**src/rtl/seg7_pkg.sv**
```systemverilog
// Shared definitions for the multiplexed seven-segment scan driver.
package seg7_pkg;

  // Two phases of every digit slot: guard time with everything off, then drive.
  typedef enum logic {
    BLANK = 1'b0,
    DRIVE = 1'b1
  } scan_state_e;

  // Active-low segment pattern with every segment dark.
  localparam logic [6:0] SEG_OFF_N = 7'b1111111;

  // Digit count used when the instantiating design does not override it.
  localparam int DEFAULT_NUM_DIGITS = 4;

endpackage

```
**src/rtl/hex_to_7seg.sv**
```systemverilog
// Hex nibble to active-high seven-segment pattern, order abcdefg (bit 6 = a).
module hex_to_7seg (
  input  logic [3:0] nibble,
  output logic [6:0] seg
);

  // Pure decode table; lower-case b and d keep 8/B and 0/D distinguishable.
  always_comb begin
    seg = 7'b0000000;
    case (nibble)
      4'h0: seg = 7'b1111110;
      4'h1: seg = 7'b0110000;
      4'h2: seg = 7'b1101101;
      4'h3: seg = 7'b1111001;
      4'h4: seg = 7'b0110011;
      4'h5: seg = 7'b1011011;
      4'h6: seg = 7'b1011111;
      4'h7: seg = 7'b1110000;
      4'h8: seg = 7'b1111111;
      4'h9: seg = 7'b1111011;
      4'hA: seg = 7'b1110111;
      4'hB: seg = 7'b0011111;
      4'hC: seg = 7'b1001110;
      4'hD: seg = 7'b0111101;
      4'hE: seg = 7'b1001111;
      4'hF: seg = 7'b1000111;
      default: seg = 7'b0000000;
    endcase
  end

endmodule

```
**src/rtl/seg7_scan_driver.sv**
```systemverilog
// Time-multiplexed seven-segment driver: per-digit BLANK/DRIVE slots, frame-
// synchronous display update with a pending buffer, optional leading-zero blanking.
module seg7_scan_driver
  import seg7_pkg::*;
#(
  parameter int NUM_DIGITS   = DEFAULT_NUM_DIGITS,
  parameter int BLANK_CYCLES = 1000,
  parameter int DRIVE_CYCLES = 99000
) (
  input  logic                    clk,
  input  logic                    rst_n,
  input  logic                    load,
  input  logic [4*NUM_DIGITS-1:0] value,
  input  logic [NUM_DIGITS-1:0]   dp_in,
  input  logic                    blank_lz,
  output logic [NUM_DIGITS-1:0]   an_n,
  output logic [6:0]              seg_n,
  output logic                    dp_n,
  output logic                    frame_done
);

  localparam int CNT_MAX = (BLANK_CYCLES > DRIVE_CYCLES) ? BLANK_CYCLES : DRIVE_CYCLES;
  localparam int CNT_W   = (CNT_MAX < 2) ? 1 : $clog2(CNT_MAX);
  localparam int IDX_W   = (NUM_DIGITS > 1) ? $clog2(NUM_DIGITS) : 1;

  localparam logic [CNT_W-1:0] BLANK_LAST = CNT_W'(BLANK_CYCLES - 1);
  localparam logic [CNT_W-1:0] DRIVE_LAST = CNT_W'(DRIVE_CYCLES - 1);
  localparam logic [IDX_W-1:0] IDX_LAST   = IDX_W'(NUM_DIGITS - 1);

  // Refuse to build with slot lengths the counter/boundary logic cannot honour.
  generate
    if (BLANK_CYCLES < 1 || DRIVE_CYCLES < 2 || NUM_DIGITS < 1) begin : g_bad_params
      $error("seg7_scan_driver: need BLANK_CYCLES>=1, DRIVE_CYCLES>=2, NUM_DIGITS>=1");
    end
  endgenerate

  scan_state_e             state_q, state_d;
  logic [IDX_W-1:0]        idx_q, idx_d;
  logic [CNT_W-1:0]        cnt_q, cnt_d;
  logic [4*NUM_DIGITS-1:0] disp_val_q, disp_val_d;
  logic [NUM_DIGITS-1:0]   disp_dp_q, disp_dp_d;
  logic [4*NUM_DIGITS-1:0] pend_val_q, pend_val_d;
  logic [NUM_DIGITS-1:0]   pend_dp_q, pend_dp_d;
  logic                    pend_flag_q, pend_flag_d;
  logic [NUM_DIGITS-1:0]   an_n_q, an_n_d;
  logic [6:0]              seg_n_q, seg_n_d;
  logic                    dp_n_q, dp_n_d;
  logic                    frame_done_q, frame_done_d;

  logic                    boundary;
  logic [3:0]              nib_sel;
  logic                    dp_sel;
  logic                    lz_sel;
  logic [6:0]              seg_raw;
  logic [NUM_DIGITS-1:0]   nib_zero;
  logic [NUM_DIGITS-1:0]   lz_blankable;

  // A digit may be blanked only if it and every more-significant nibble is zero;
  // digit 0 always shows so a zero value still displays "0".
  generate
    for (genvar gi = 0; gi < NUM_DIGITS; gi++) begin : g_lz
      assign nib_zero[gi] = (disp_val_q[4*gi +: 4] == 4'h0);
      if (gi == 0) begin : g_lsd
        assign lz_blankable[gi] = 1'b0;
      end else begin : g_upper
        assign lz_blankable[gi] = &nib_zero[NUM_DIGITS-1:gi];
      end
    end
  endgenerate

  // Select the nibble, decimal point and blanking flag of the digit in its slot.
  always_comb begin
    nib_sel = 4'h0;
    dp_sel  = 1'b0;
    lz_sel  = 1'b0;
    for (int i = 0; i < NUM_DIGITS; i++) begin
      if (idx_q == IDX_W'(i)) begin
        nib_sel = disp_val_q[4*i +: 4];
        dp_sel  = disp_dp_q[i];
        lz_sel  = lz_blankable[i];
      end
    end
  end

  hex_to_7seg u_hex (
    .nibble (nib_sel),
    .seg    (seg_raw)
  );

  // Next-state, display-buffer and output computation for the current slot cycle.
  always_comb begin
    state_d      = state_q;
    idx_d        = idx_q;
    cnt_d        = cnt_q + CNT_W'(1);
    boundary     = 1'b0;
    disp_val_d   = disp_val_q;
    disp_dp_d    = disp_dp_q;
    pend_val_d   = pend_val_q;
    pend_dp_d    = pend_dp_q;
    pend_flag_d  = pend_flag_q;
    an_n_d       = '1;
    seg_n_d      = SEG_OFF_N;
    dp_n_d       = 1'b1;

    case (state_q)
      BLANK: begin
        if (cnt_q == BLANK_LAST) begin
          state_d = DRIVE;
          cnt_d   = '0;
        end
      end
      DRIVE: begin
        an_n_d = ~(NUM_DIGITS'(1) << idx_q);
        if (!(blank_lz && lz_sel)) begin
          seg_n_d = ~seg_raw;
          dp_n_d  = ~dp_sel;
        end
        if (cnt_q == DRIVE_LAST) begin
          state_d  = BLANK;
          cnt_d    = '0;
          boundary = (idx_q == IDX_LAST);
          idx_d    = boundary ? '0 : idx_q + IDX_W'(1);
        end
      end
      default: begin
        state_d = BLANK;
        cnt_d   = '0;
      end
    endcase

    // A load on the boundary cycle is newest and goes straight to the display.
    if (boundary) begin
      if (load) begin
        disp_val_d = value;
        disp_dp_d  = dp_in;
      end else if (pend_flag_q) begin
        disp_val_d = pend_val_q;
        disp_dp_d  = pend_dp_q;
      end
      pend_flag_d = 1'b0;
    end else if (load) begin
      pend_val_d  = value;
      pend_dp_d   = dp_in;
      pend_flag_d = 1'b1;
    end

    frame_done_d = boundary;
  end

  // All state and outputs share one edge so anodes and segments stay paired.
  always_ff @(posedge clk or negedge rst_n) begin
    if (!rst_n) begin
      state_q      <= BLANK;
      idx_q        <= '0;
      cnt_q        <= '0;
      disp_val_q   <= '0;
      disp_dp_q    <= '0;
      pend_val_q   <= '0;
      pend_dp_q    <= '0;
      pend_flag_q  <= 1'b0;
      an_n_q       <= '1;
      seg_n_q      <= SEG_OFF_N;
      dp_n_q       <= 1'b1;
      frame_done_q <= 1'b0;
    end else begin
      state_q      <= state_d;
      idx_q        <= idx_d;
      cnt_q        <= cnt_d;
      disp_val_q   <= disp_val_d;
      disp_dp_q    <= disp_dp_d;
      pend_val_q   <= pend_val_d;
      pend_dp_q    <= pend_dp_d;
      pend_flag_q  <= pend_flag_d;
      an_n_q       <= an_n_d;
      seg_n_q      <= seg_n_d;
      dp_n_q       <= dp_n_d;
      frame_done_q <= frame_done_d;
    end
  end

  assign an_n       = an_n_q;
  assign seg_n      = seg_n_q;
  assign dp_n       = dp_n_q;
  assign frame_done = frame_done_q;

endmodule

```
**config.mk**
```make
export PLATFORM = sky130hd
export DESIGN_NAME = seg7_scan_driver
export DESIGN_NICKNAME = d
export VERILOG_FILES = /design/src/rtl/seg7_pkg.sv /design/src/rtl/hex_to_7seg.sv /design/src/rtl/seg7_scan_driver.sv
export SDC_FILE = /design/constraint.sdc
export NUM_CORES = 1
export LEC_CHECK = 0
export ABC_AREA = 1
export CORE_MARGIN = 4
export CORE_UTILIZATION = 29
export DETAILED_ROUTE_END_ITERATION = 12
export SYNTH_ARGS = -nofsm -noshare
export SYNTH_HDL_FRONTEND = slang
export SYNTH_SLANG_ARGS = --single-unit
```
**constraint.sdc**
```tcl
create_clock -name clk -period 2.7 [get_ports clk]
set_input_delay 0.675 -clock clk [delete_from_list [all_inputs] [get_ports clk]]
set_output_delay 0.675 -clock clk [all_outputs]
set_load 0.005 [all_outputs]
```
==> metrics.cfg, run 1 <==
[setup_path]
crit_slowest_cell = nand2_2
r2r-end = pend_val_q[7]$_DFFE_PN0P_
critPathCaptureType = register
cp_data_required_time_ns = 2.98
crit_chain = ha_1 -> nand2_2 -> nor2_4 -> inv_2 -> nor2_2 -> nand4_2 -> nand2_2 -> nand2_1 -> nand2_1
crit_type = reg -> reg
crit_path_max_fanout = 20
r2r-start = cnt_q[0]$_DFF_PN0_
startpoint_type = register
cpPeakStageDelay_ns = 0.47
crit_arrival_ns = 2.45
r2r_cells = 9
path_buf_inv = 1
r2r_slack_ns = 0.53
crit_family = simple AND/OR/NAND/NOR gates

[global_route]
gr-total-overflow = 0
track_usage_pct = 12.2
grt_pass1_wl_um = 16200
antenna_found_initial = 0
grt_pass1_vias = 3346
grt_max_degree = 47

[logic_synthesis]
synth_commonest_cells = nand2_1, dfrtp_1, nand3_1
netlist_instances = 492
syn_area_mm2 = 0.00413
synthTopCellsByArea = dfrtp_1, nand2_1, dfstp_2, nand3_1, mux2_2
synth.largest_area_cell = dfrtp_1
yosys.area.top_type_share_pct = 37.6
ys.flop_type = dfrtp_1
yosysWarnings = 0
yosysMostFrequentCell = nand2_1
ys_seq_elements = 74
ys_types = 35
syn_nets = 527
synth_edf_count = 0
ys_seq_area_share_pct = 45.2
syn_avg_cell_area_um2 = 8.39
async_flop_share_pct = 100

[layout]
regArea_mm2 = 0.00187
multi_input_area_mm2 = 0.00195
diodes = 0
nets = 560
fillers = 1418
final_layout_size_suffix_gt1_share_pct = 16.8
finalInstanceArea_mm2 = 0.00492
syn2layout_area_growth_pct = 19.2

[sta]
slew_violations = 0
finalSetupTns_ns = 0
skew_ns = 0.00595
rsz0062_at_grt = false
setup_viol = 0
finalCritPeriodShare_pct = 80.4
worstMarginPinSlew_ns = 0.529
max_slew_margin_pct = 64.7
timing.final.hold_violations = 0
min_period_ns = 2.17
max_freq_mhz = 461

[drt]
drtAntennaViolNets = 0
initialDrtViolationCount = 195
wl_per_cell_um = 13.1
wl_um = 9280
num_vias = 3356
drc = 0
avgViaCountPerCell = 4.73
first_pass_iters = 4

[place]
place_area_mm2 = 0.00462
place_congestion = 0.898
io_buffers = 36
dp_hpwl_um = 6840

[run]
drv_cap = 0

[worst_hold_path]
min_path_type = in -> async

[die]
initial_utilization_pct = 29.6
io_pins = 37
die_height_um = 127
die_w_um = 127
core_area_mm2 = 0.0139
rows = 43
dieArea_mm2 = 0.0162

[clock_tree]
cts-root-buf = clkbuf_16
postCtsSetupRepairBufs = 0
cts_buffers = 9
clk_pin_slew_ns = 0.06
cts_hold_buf = 0
ctsResizeCount = 0
htree_levels = 3
cts_buffer_depth = 2
clock_latency_ns = 0.34
cts_sinks = 74
cts_tree = yes

[power_and_ir_drop]
p_per_area_mw_per_mm2 = 504
ir_worst_vdd_mv = 0.423
p_leak_nw = 2.38

[outcome]
status = finished clean

power by group:
part / internal [mW] / total [mW] / switching [mW]
Sequential: 1.14 / 1.15 / 0.0133
Clock: 0.716 / 1.18 / 0.467
Combinational: 0.0725 / 0.143 / 0.0710
worst max-delay path by stage:
stage	start	to	slack, ns	depth (start not counted)
2_1_floorplan	idx_q[0]$_DFFE_PN0P_	seg_n[3]$_DFF_PN1_	0.69	11
3_3_place_gp	load	disp_val_q[0]$_DFFE_PN0P_	0.44	5
3_5_place_dp	load	pend_val_q[7]$_DFFE_PN0P_	0.43	5
4_1_cts	cnt_q[0]$_DFF_PN0_	pend_val_q[7]$_DFFE_PN0P_	0.51	9
5_1_grt	cnt_q[0]$_DFF_PN0_	pend_val_q[3]$_DFFE_PN0P_	0.29	9
6_report	cnt_q[0]$_DFF_PN0_	pend_val_q[7]$_DFFE_PN0P_	0.53	9
per-stage QoR:
stage	hold WS, ns	total power [mW]	setup WS [ns]	util, %	std cells
6_report	0.277	2.48	0.530	35.3	710
5_1_grt	0.298	2.58	0.288	35.3	710
4_1_cts	0.278	2.52	0.510	35.3	710
3_5_place_dp	0.459	1.31	0.427	33.2	694
3_3_place_gp	0.444	1.31	0.445	33.2	694
2_1_floorplan	0.379	1.24	0.687	-	492
layout make-up:
type | instances | area share (%)
clock inverter | 6 | 1.35
clock buffer | 10 | 4.66
inverter | 41 | 3.13
multi-input combinational | 355 | 39.6
timing repair buffer | 44 | 8.75
sequential | 74 | 38.0
tap | 180 | 4.58
cells in the final DEF (no fill, tap or decap), drive strengths merged, types with 3 or more instances in the layout:
| cell | instances |
|---|---|
| nor3 | 14 |
| a21oi | 10 |
| clkdlybuf4s50 | 35 |
| nor2 | 31 |
| clkinvlp | 3 |
| dfrtp | 62 |
| buf | 9 |
| nand4 | 28 |
| nor4 | 3 |
| o21ai | 9 |
| clkbuf | 10 |
| inv | 42 |
| nand2 | 159 |
| ha | 11 |
| mux2 | 20 |
| dfstp | 12 |
| nand3 | 53 |
| xor2 | 10 |
cells by family (layout without fill, tap and decap cells):
group           count (synthesis)  count (layout)  share of synthesized area (%)
mux                            20              20                           5.46
flops                          74              74                           45.2
xor+xnor                       10              10                           2.12
buf+inv                        63             101                           7.58
compound gates                 22              22                           3.12
simple gates                  292             292                           33.1
fa+ha+maj                      11              11                           3.34
metal layers:
layer | vias to the layer above | track usage (%) | wire length, µm
li1 | 1673 | - | -
met1 | 1582 | 17.2 | 4600
met2 | 82 | 18.1 | 4050
met3 | 19 | 2.88 | 449
met4 | 0 | 4.92 | 191
met5 | - | 0 | 0
registers in the layout (all words and copies together), names as in the netlist:
| signal | cells |
|---|---|
| dp_n | 1 |
| pend_val_q | 16 |
| disp_dp_q | 4 |
| an_n | 4 |
| frame_done | 1 |
| idx_q | 2 |
| pend_dp_q | 4 |
| pend_flag_q | 1 |
| disp_val_q | 16 |
| cnt_q | 17 |
| seg_n | 7 |
| state_q | 1 |
Note: power is estimated with default switching activity, not from simulation.
==> inputs of run 2 (changes only) <==
- clock period: 2.7 -> 2.07 ns (I/O delays scaled with it)
==> run 2 against run 1 <==
Net effect:
- critical path depth rose by 3
- non-clock buffer count rose by 6
- clock power rose by 38%
- setup slack got worse by 0.37 ns
- design area rose by 2.0%
- worst hold slack got worse by 0.16 ns
==> metrics.cfg, run 2 (synthesis results as in run 1) <==
[clock_tree]
cts_buffer_depth = 2  ; unchanged
htree_levels = 3  ; unchanged
clk_pin_slew_ns = 0.06  ; about the same
cts_tree = yes  ; unchanged
cts_hold_buf = 0  ; unchanged
cts-root-buf = clkbuf_16  ; unchanged
clock_latency_ns = 0.34  ; about the same
cts_sinks = 74  ; unchanged
ctsResizeCount = 0  ; unchanged
cts_buffers = 9  ; unchanged
postCtsSetupRepairBufs = 0  ; unchanged

[sta]
worst_hold_slack_ns = 0.116  ; was 0.277 ns
max_freq_mhz = 522  ; was 461 MHz
slew_violations = 0  ; unchanged
setup_viol = 0  ; unchanged
min_period_ns = 1.91  ; was 2.17 ns
timing.final.hold_violations = 0  ; unchanged
worstMarginPinSlew_ns = 0.431  ; was 0.529 ns
max_slew_margin_pct = 71.3  ; was 64.7%
finalSetupTns_ns = 0  ; unchanged
skew_ns = 0.00802  ; was 0.00595 ns
finalCritPeriodShare_pct = 92.5  ; was 80.4%

[run]
drv_cap = 0  ; unchanged

[power_and_ir_drop]
p_leak_nw = 2.42  ; was 2.38 nW
p_per_area_mw_per_mm2 = 661  ; was 504 mW/mm²
ir_worst_vdd_mv = 0.503  ; was 0.423 mV

[layout]
largest_register = cnt_q  ; unchanged
largest_reg_flops = 17  ; unchanged
syn2layout_area_growth_pct = 21.6  ; was 19.2%
final_layout_size_suffix_gt1_share_pct = 19.2  ; was 16.8%
most-common-layout-cells = nand2_1, dfrtp_1, nand3_1, clkdlybuf4s50_1, inv_1  ; unchanged
nets = 566  ; was 560
regArea_mm2 = 0.00187  ; about the same
diodes = 0  ; unchanged
reg_top3 = cnt_q (17), disp_val_q (16), pend_val_q (16)  ; unchanged
layout_commonest_cell = nand2_1  ; unchanged
fillers = 1422  ; was 1418
multi_input_area_mm2 = 0.00197  ; was 0.00195 mm²

[die]
io_pins = 37  ; unchanged
die_w_um = 127  ; unchanged
rows = 43  ; unchanged
initial_utilization_pct = 29.6  ; unchanged
dieArea_mm2 = 0.0162  ; unchanged
core_area_mm2 = 0.0139  ; unchanged
die_height_um = 127  ; unchanged

[drt]
drc = 0  ; unchanged
initialDrtViolationCount = 244  ; was 195
wl_um = 9570  ; was 9280 µm
avgViaCountPerCell = 4.66  ; was 4.73
wl_per_cell_um = 13.4  ; was 13.1 µm
first_pass_iters = 4  ; unchanged
drtAntennaViolNets = 0  ; unchanged
num_vias = 3339  ; was 3356

[setup_path]
cpPeakStageDelay_ns = 0.44  ; was 0.47 ns
crit_slowest_cell = dfrtp_2  ; was nand2_2
critPathCaptureType = register  ; unchanged
cp_data_required_time_ns = 2.35  ; was 2.98 ns
path_buf_inv = 2  ; was 1
crit_start = idx_q[0]$_DFFE_PN0P_  ; was cnt_q[0]$_DFF_PN0_
cp_common_cell = nand2_1
crit_chain = inv_1 -> ha_2 -> nand3_1 -> nand2_1 -> nand2_1 -> nand2_1 -> nand2_1 -> buf_4 -> ha_1 -> o21ai_0 -> nand2_1 -> nand2_1  ; was ha_1 -> nand2_2 -> nor2_4 -> inv_2 -> nor2_2 -> nand4_2 -> nand2_2 -> nand2_1 -> nand2_1
r2r-start = idx_q[0]$_DFFE_PN0P_  ; was cnt_q[0]$_DFF_PN0_
crit_family = simple AND/OR/NAND/NOR gates  ; unchanged
crit_path_max_fanout = 6  ; was 20
startpoint_type = register  ; unchanged
crit_type = reg -> reg  ; unchanged
crit_arrival_ns = 2.19  ; was 2.45 ns

[global_route]
grt_pass1_vias = 3379  ; was 3346
grt_pass1_wl_um = 16800  ; was 16200 µm
track_usage_pct = 12.7  ; was 12.2%
grt_max_degree = 45  ; was 47
gr-total-overflow = 0  ; unchanged
antenna_found_initial = 0  ; unchanged

[place]
place_congestion = 0.855  ; was 0.898
io_buffers = 36  ; unchanged
dp_hpwl_um = 6900  ; was 6840 µm

[outcome]
status = finished clean  ; unchanged

[worst_hold_path]
min_path_type = in -> async  ; unchanged

==> run 2: metrics by stage <==
stage                     util (%)  instances  instance area, µm²  worst slack, ns  total power, mW
final                         36.0        716                5020            0.156             3.31
after global routing          36.0        716                5020          -0.0147             3.47
after CTS                     35.8        716                4990           0.0769             3.37
after detailed placement      33.6        700                4680            0.101             1.72
after global placement        33.6        700                4680            0.106             1.71
after floorplan                  -        492                4130           0.0566             1.61
==> run 2: worst reg2reg max path: cells and delay by family (launching register included) <==
| family | cells | cell delay, ns |
|---|---|---|
| buffers and inverters | 2 | 0.28 |
| AND/OR/NAND/NOR | 7 | 0.51 |
| AO/OA/AOI/OAI | 1 | 0.18 |
| flip-flops | 1 | 0.44 |
| adder cells (fa/ha/maj) | 2 | 0.45 |
==> run 2: cell type report <==
| cell class | instances | area share (%) |
|---|---|---|
| inverters | 41 | 3.07 |
| repair buffers | 50 | 9.73 |
| multi-input cells | 355 | 39.3 |
| clock buffers | 9 | 4.49 |
| well taps | 180 | 4.49 |
| clock inverters | 7 | 1.67 |
| flip-flops and latches | 74 | 37.2 |
==> run 2: final timing paths <==
path | to | slack [ns] | depth (start not counted)
worst max-delay path | seg_n[1]$_DFF_PN1_ | 0.16 | 12
worst min-delay path | cnt_q[10]$_DFF_PN0_ | 0.12 | 1
worst max register to register | seg_n[1]$_DFF_PN1_ | 0.16 | 12
worst min register to register | pend_val_q[14]$_DFFE_PN0P_ | 0.47 | 2
max in group asynchronous | disp_val_q[14]$_DFFE_PN0P_ | 1.37 | 2
min in group clk | pend_val_q[14]$_DFFE_PN0P_ | 0.47 | 2
==> run 2: metal layers <==
metal,global-route usage (%),wire [µm]
met2,18.5,4250
met1,18.4,4830
met3,3.39,389
met4,3.34,103
met5,0,0
==> run 2: where the power goes <==
| group | switching [mW] | internal, mW | leakage, nW |
|---|---|---|---|
| Clock | 0.669 | 0.956 | 0.149 |
| Combinational | 0.0920 | 0.0984 | 1.33 |
| Sequential | 0.0162 | 1.48 | 0.935 |
| Total | 0.777 | 2.54 | 2.42 |
